File: src/rtl/counter_core.sv
// Prescaled WIDTH-bit up/down timebase counter with a one-cycle period-wrap pulse.
// Optional sticky wrap flag (ovf_sticky/ovf_clr) enabled by defining COUNTER_OVF_STICKY_EN.
module counter_core #(
  parameter int WIDTH = 8
) (
  input  logic             clk,
  input  logic             rst,
  input  logic             counter_en,
  input  logic [WIDTH-1:0] period,
  input  logic [WIDTH-1:0] prescale,
  input  logic             upnotdown,
  input  logic             soft_reset,
  output logic [WIDTH-1:0] counter_val,
  output logic             period_wrap
`ifdef COUNTER_OVF_STICKY_EN
  ,
  output logic             ovf_sticky,
  input  logic             ovf_clr
`endif
);

  logic [WIDTH-1:0] psc_cnt;
  logic [WIDTH-1:0] psc_next;
  logic [WIDTH-1:0] val_next;
  logic             wrap_next;
  logic             tick;

  // >= rather than == so a prescale lowered below psc_cnt ticks on the next cycle
  assign tick = counter_en & (psc_cnt >= prescale);

  always_comb begin
    psc_next  = psc_cnt;
    val_next  = counter_val;
    wrap_next = 1'b0;
    if (soft_reset) begin
      psc_next = '0;
      val_next = '0;
    end else if (tick) begin
      psc_next = '0;
      if (upnotdown) begin
        if (counter_val >= period) begin
          val_next  = '0;
          wrap_next = 1'b1;
        end else begin
          val_next = counter_val + WIDTH'(1);
        end
      end else begin
        if (counter_val == '0) begin
          val_next  = period;
          wrap_next = 1'b1;
        end else begin
          val_next = counter_val - WIDTH'(1);
        end
      end
    end else if (counter_en) begin
      psc_next = psc_cnt + WIDTH'(1);
    end
  end

  always_ff @(posedge clk or posedge rst) begin
    if (rst) begin
      psc_cnt     <= '0;
      counter_val <= '0;
      period_wrap <= 1'b0;
    end else begin
      psc_cnt     <= psc_next;
      counter_val <= val_next;
      period_wrap <= wrap_next;
    end
  end

`ifdef COUNTER_OVF_STICKY_EN
  // Set follows wrap_next so the flag rises together with period_wrap; set beats clear
  always_ff @(posedge clk or posedge rst) begin
    if (rst) begin
      ovf_sticky <= 1'b0;
    end else if (wrap_next) begin
      ovf_sticky <= 1'b1;
    end else if (ovf_clr) begin
      ovf_sticky <= 1'b0;
    end
  end
`endif

endmodule

File: config.mk
export PLATFORM = sky130hd
export DESIGN_NAME = counter_core
export DESIGN_NICKNAME = d
export VERILOG_FILES = /design/src/rtl/counter_core.sv
export SDC_FILE = /design/constraint.sdc
export NUM_CORES = 1
export LEC_CHECK = 0
export BUFFER_PORTS_ARGS = -buffer_cell sky130_fd_sc_hd__buf_4
export CAP_MARGIN = 20
export CORE_UTILIZATION = 56
export DETAILED_ROUTE_END_ITERATION = 10
export PLACE_DENSITY = 0.85
export SETUP_SLACK_MARGIN = 0.1
export SYNTH_ARGS = -nofsm -noshare
export SYNTH_HDL_FRONTEND = slang
export SYNTH_SLANG_ARGS = --single-unit
File: constraint.sdc
create_clock -name clk -period 2.9 [get_ports clk]
set_input_delay 0.145 -clock clk [delete_from_list [all_inputs] [get_ports clk]]
set_output_delay 0.145 -clock clk [all_outputs]
set_load 0.01 [all_outputs]
==> impl_results.md, run 1 <==
- Row count: 19
- Setup TNS: 0 ns
- Worst EP required: 3.09 ns
- DR pass1 iterations: 4
- Mapped Cells: ~190
- Filler instances: approximately 220
- Via density per instance: 6.32
- Final hold vios: 0
- Fin crit share: 0.899
- Final worst slack: 0.292 ns
- Residual DRC: 0
- Post-CTS Resized: 0
- Max cap viols: 0
- R2R Path Start: counter_val[0]
- Hold_buf cts: 1
- Hold slack: 0.100 ns
- Unrepaired setup endpoints after global routing: false
- CP endpoint kind: flip-flop
- Pwr Density: approximately 250 nW/µm²
- Clk sinks: 17
- Sequential element share of the synthesized area: 0.266
- IO buf count: 29
- Final instance area: about 1900 µm²
- Cell Area, Placed: 1820 µm²
- Worst path slowest cell: dfrtp_1
- Main flop type after synthesis: dfrtp_1
- Maximum vdd drop: ~0.24 mV
- Nets: 255
- Vias post-DR: around 1.5k
- Reg-to-Reg End: counter_val[7]
- CP arrival: 2.80 ns
- Gr usage total: 0.246
- Final Power: 0.463 mW
- Worst skew pair latency: approximately 0.28 ns
- R2r setup slk: 0.29 ns
- Post-Synthesis Cell Area: 1600 µm²
- Die H: 55.5 µm
- Critical path cell sequence: inv_1 > ha_1 > nand2b_1 > a2111o_1 > a2111oi_2 > or3b_1 > o221ai_1
- Post-CTS Repair Setup Buffers: 0
- Reg clk slew, reported paths: approximately 0.1 ns
- Detail Route Antenna Nets: 0
- Startpoint Class: flip-flop
- Crit path max-delay family: compound AO/OA/AOI/OAI gates
- Worst slack at placement: around 0.34 ns
- Placer Congestion: 0.915
- Number of DRC markers in iteration 0: 70
- CP Buf/Inv Count: 1
- Setup Skew: about 0.0048 ns
- CP peak stage delay: 0.50 ns
- DP Wirelength: approximately 3 mm
- EDFF count, synth: 0
- Syn avg cell area: between 8 and 9 µm²
- Clock buffer depth: 2
- Rel. slew slack: 0.578
- Root Buffer: clkbuf_4
- Synth async-reset ratio: 1.00
- Tmin final: 2.61 ns
- HP Class: primary input to flip-flop
- Initial antenna violation count: 0
- Setup Crit Path Kind: flip-flop to flip-flop
- Synth Net Count: 229
- Core area: about 2700 µm²
- H-tree Lvls: 1
- Post-Route WL: about 3.7 mm
- Worst reg2reg path depth: 7
- Critical path startpoint: counter_val[0]
- CP max FO: 9
- Share of layout cells above drive strength 1: 0.183
- Stages on worst setup path: 7
- Final setup viols: 0
- Vias in the first global route: 1294
- Fmax: 0.383 GHz
- Die footprint: 3080 µm²
- First-pass GRT wire length: 5.93 mm
- Num ports: 30
- Layout area overhead: 15.8%
- Slew Viols, Final: 0
- CTS tree: built
- Synth warn: 0
- Cts bufs inserted: 3
- Outcome: completed
- Yosys cell types: 53
- FF+latch count, synth: 17
- Largest net degree at the start of global routing: 19
- Setup crit end: counter_val[7]
- Slew @ Worst Pin: between 0.6 and 0.7 ns
- GRT overflow: 0
- Initial Util: 0.585
- Pleak: 0.926 nW
- Die Wd: roughly 55 µm
- Antenna Cells: 0
- Wire per inst: around 15 µm
worst min path at each step:
stage,startpoint,endpoint,slack [ns],depth (start not counted)
6_report,soft_reset,psc_cnt[1],0.10,2
5_1_grt,soft_reset,psc_cnt[1],0.1,2
4_1_cts,soft_reset,psc_cnt[1],0.09,2
3_5_place_dp,rst,counter_val[4],0.28,2
3_3_place_gp,rst,counter_val[5],0.26,2
2_1_floorplan,rst,counter_val[0],0.07,1
state kept, by name, summed over array words and instances (netlist names):
register and count:
period_wrap 1, psc_cnt 8, counter_val 8
stage by stage:
step           instances  utilization
2_1_floorplan        188            -
3_3_place_gp         239        0.664
3_5_place_dp         239        0.664
4_1_cts              244        0.678
5_1_grt              244        0.678
6_report             244        0.678
cells by family after synthesis:
| family | count (synthesis) | share of synthesized area |
|---|---|---|
| xor gates and xnor gates | 7 | 0.0383 |
| buffers and inverters | 33 | 0.0844 |
| muxes | 3 | 0.0188 |
| AOI/OAI and AO/OA | 54 | 0.257 |
| and+or+nand+nor | 54 | 0.179 |
| DFF | 17 | 0.266 |
| adders and majority gates | 20 | 0.156 |
cell usage after synthesis, drive strengths merged, types with 3 or more instances:
master	number	share of area
nand2	10	0.023
o21ai	8	0.025
xor2	4	0.022
dfrtp	17	0.27
clkbuf	6	0.014
a31oi	4	0.016
xnor2	3	0.016
nor2	17	0.041
nand2b	6	0.023
ha	20	0.16
inv	23	0.054
mux2i	3	0.019
buf	4	0.016
o22ai	4	0.016
o2bb2ai	3	0.016
nand4	3	0.012
a21oi	7	0.022
a22o	4	0.022
worst reg2reg max path: cells and delay by family (launching register included):
kind | cells | cell delay, ns
AOI/OAI and AO/OA | 3 | 1.03
and+or+nand+nor | 2 | 0.55
DFF | 1 | 0.50
adders and majority gates | 1 | 0.28
buffers and inverters | 1 | 0.16
report_power, final:
group          switching [mW]  internal [mW]  total, mW
Sequential            0.00439          0.240      0.244
Clock                  0.0730         0.0512      0.124
Combinational          0.0477         0.0465     0.0942
per-layer routing:
layer / GRT usage / wire length, µm
met1: 0.354 / 1660
met2: 0.384 / 1720
met5: 0 / 0
met4: 0.0786 / 46
met3: 0.0328 / 285
final cells by class:
| type | count | area [µm²] | area share |
|---|---|---|---|
| Multi-Input combinational cell | 138 | 1040 | 0.561 |
| Sequential cell | 17 | 425 | 0.230 |
| Timing Repair Buffer | 31 | 235 | 0.127 |
| Inverter | 23 | 86.3 | 0.0466 |
| Tap cell | 31 | 38.8 | 0.0209 |
| Clock buffer | 3 | 22.5 | 0.0122 |
| Clock inverter | 1 | 5.00 | 0.00270 |
cell usage in the layout, fill, tap and decap left out, types with 2 or more instances in the layout:
master,count
ha_1,20
dfrtp_1,17
o2bb2ai_1,3
a21oi_1,7
buf_4,30
nor3_1,2
clkbuf_4,3
mux2i_1,3
o21ai_0,8
nor4b_1,2
a221oi_1,2
xnor2_1,3
a22o_1,4
or3_1,2
and3_1,2
nand3_1,2
a31oi_1,4
inv_1,23
o22ai_1,4
o221ai_1,2
nand2_1,10
o2111ai_1,2
xor2_1,4
nand2b_1,6
nand4_1,3
nor2_1,16
o31ai_1,2
(Power assumes the default switching activity.)
==> run 2, diff against run 1 <==
- ABC_AREA: unset -> 1
- CAP_MARGIN: 20 -> 25
==> impl_results.md, run 2 <==
- Residual DRC: 5 (+5)
- Post-Synth Simple-Gate Area: 0.370 (+0.191)
- Synth top area share: 0.248 (-0.0180)
- Compound-Gate Fraction of Synth Area: 0.0948 (-0.162)
- Filler instances: 253 (+14%)
- Synth warn: 0 (unchanged)
- Vias post-DR: 1675 (+8.6%)
- Setup TNS: 0 ns (unchanged)
- Mux contribution to synthesized area: 0 (-0.0188)
- CP arrival: 2.06 ns (-0.74 ns)
- Mapped Cells: 255 (+36%)
- Antenna Cells: 0 (unchanged)
- Worst EP required: 3.09 ns (about the same)
- Endpoint, Worst Hold: period_wrap
- Synth area leader: dfrtp_1
- Detail Route Antenna Nets: 0 (unchanged)
- Row count: 19 (unchanged)
- GRT overflow: 0 (unchanged)
- Synth Area in XOR/XNOR: 0.0306 (-0.00770)
- Initial Util: 0.607 (+0.0215)
- Fin crit share: 0.646 (-0.254)
- Failing checks: design-rule violations
- Commonest non-fill, non-tap cell in the layout: nand2_1
- Clk sinks: 17 (unchanged)
- Worst skew pair latency: 0.29 ns (about the same)
- CP endpoint kind: flip-flop
- Placer Congestion: 0.908 (-0.74%)
- Tmin final: 1.87 ns (-0.736 ns)
- Top cells by area, synth: dfrtp_1 25%, nand2_1 15%, ha_1 15%, nand3_1 8.2%, inv_1 7.9%
- First-pass GRT wire length: 6.42 mm (+8.2%)
- Reg clk slew, reported paths: 0.09 ns (about the same)
- Die Wd: 57.4 µm (+3.4%)
- Hold Path Cell Cnt: 2 (unchanged)
- Worst path slowest cell: dfrtp_1
- Main flop type after synthesis: dfrtp_1
- Largest registers: counter_val: 8 flops, psc_cnt: 8 flops, period_wrap: 1 flops
- Die footprint: 3290 µm² (+7.0%)
- HP Class: primary input to flip-flop
- FF/Latch Area: 425 µm² (unchanged)
- Worst reg2reg path depth: 9 (+2)
- Nets: 327 (+28%)
- Rel. slew slack: 0.585 (+0.00672)
- Final hold vios: 0 (unchanged)
- Sequential element share of the synthesized area: 0.248 (-0.0180)
- Largest net degree at the start of global routing: 18 (-1)
- CP max FO: 13 (+4)
- Fmax: 0.534 GHz (+39%)
- Max cap viols: 0 (unchanged)
- Core area: 2830 µm² (+3.5%)
- Critical path cell sequence: ha_1 > a21oi_1 > nor2_1 > nor2_1 > nand3_1 > nand2_2 > nand2_1 > nand3_1 > nand2_1
- Synth Net Count: 296 (+29%)
- DR pass1 iterations: 7 (+3)
- Synth Area in Adders: 0.146 (-0.0106)
- R2R Path Start: psc_cnt[5]
- H-tree Lvls: 1 (unchanged)
- Top cells by count, synth: 68 x nand2_1, 36 x inv_1, 28 x nand3_1
- Vias in the first global route: 1462 (+13%)
- Cts bufs inserted: 3 (unchanged)
- Wire per inst: 11.5 µm (-24%)
- Setup Skew: 0.00324 ns (-0.00153 ns)
- Pleak: 1.14 nW (+23%)
- Num ports: 30 (unchanged)
- IO buf count: 29 (unchanged)
- Die H: 57.4 µm (+3.4%)
- Clock buffer depth: 2 (unchanged)
- Gr usage total: 0.249 (+0.00290)
- Reg-to-Reg End: counter_val[6]
- Root Buffer: clkbuf_4
- FF+latch count, synth: 17 (unchanged)
- Syn avg cell area: 6.73 µm² (-21%)
- Post-Route WL: 3.63 mm (-2.2%)
- Maximum vdd drop: 0.326 mV (+38%)
- Final Power: 0.570 mW (+23%)
- Hold_sp: soft_reset
- Commonest cells after routing, fill and taps aside: 68 x nand2_1, 36 x inv_1, 29 x buf_4, 28 x nand3_1, 25 x nor2_1
- Pwr Density: 289 nW/µm² (+16%)
- Slew Viols, Final: 0 (unchanged)
- R2r setup slk: 1.03 ns (+0.74 ns)
- Final setup viols: 0 (unchanged)
- Multi-input logic area: 1100 µm² (+5.9%)
- Via density per instance: 5.30 (-16%)
- Number of DRC markers in iteration 0: 81 (+16%)
- Synth async-reset ratio: 1.00 (unchanged)
- Layout area overhead: 15.2%
- Yosys cell types: 29 (-45%)
- EDFF count, synth: 0 (unchanged)
- Share of layout cells above drive strength 1: 0.182 (-0.000642)
- Cell with the most instances after synthesis: nand2_1
- Post-Synthesis Cell Area: 1720 µm² (+7.3%)
- DP Wirelength: 2.90 mm (-1.6%)
- Slew @ Worst Pin: 0.622 ns (-0.0101 ns)
- Setup Crit Path Kind: flip-flop to flip-flop
- Unrepaired setup endpoints after global routing: false
- Combinational family with the most area after synthesis: simple AND/OR/NAND/NOR gates
- Outcome: finished with violations
- CTS tree: built
- Startpoint Class: flip-flop
- Initial antenna violation count: 0 (unchanged)
- CP peak stage delay: 0.41 ns (-0.09 ns)
[run 2: worst max-delay path: cells and delay by family, from the launching register on]
family / cells / cell delay, ns
adder cells (fa/ha/maj): 1 / 0.30
AO/OA/AOI/OAI: 1 / 0.13
AND/OR/NAND/NOR: 7 / 0.94
flip-flops: 1 / 0.41
[run 2: cell type report]
cell class | instances | share of cell area
inverter | 42 | 0.0797
timing repair buffer | 30 | 0.115
sequential | 17 | 0.215
clock buffer | 4 | 0.0133
tap | 31 | 0.0196
multi-input combinational | 192 | 0.557
[run 2: timing repair]
action                                 CTS  global route
hold buffers                             1             0
endpoints found under the hold margin   17             0
buffers inserted                         0             0
gates resized for setup                  0             0
[run 2: cell families after synthesis]
family | after synthesis
compound gates | 28
buf+inv | 46
xor+xnor | 6
fa+ha+maj | 20
flops | 17
simple gates | 138
[run 2: how the worst max path moves through the flow]
stage                   startpoint              to  depth (start not counted)
finish                  psc_cnt[5]  counter_val[6]                          9
global route            psc_cnt[5]  counter_val[6]                          9
CTS                     psc_cnt[5]  counter_val[6]                          9
detailed placement      psc_cnt[5]  counter_val[6]                          9
global placement        psc_cnt[1]  counter_val[6]                         11
floorplan           counter_val[0]  counter_val[5]                         13
[run 2: where the power goes]
part           internal (mW)  switching [mW]  total (mW)
clock network         0.0535          0.0703       0.124
registers              0.244          0.0122       0.256
logic                 0.0779           0.113       0.191
total                  0.375           0.195       0.570
[run 2: through the flow]
step | cell area, µm² | worst slack (ns) | util | cells | hold slack (ns)
after CTS | 1980 | 1.01 | 0.699 | 316 | 0.0403
after floorplan | 1720 | 1.31 | - | 255 | 0.0711
after global routing | 1980 | 0.812 | 0.699 | 316 | 0.0427
final | 1980 | 1.03 | 0.699 | 316 | 0.0468
after global placement | 1940 | 1.06 | 0.686 | 311 | 0.254
after detailed placement | 1940 | 1.03 | 0.686 | 311 | 0.255
[run 2: layer usage]
metal	wire length [µm]	track usage
met2	1560	0.385
met4	22	0.0209
met3	262	0.0476
met5	0	0
met1	1780	0.376
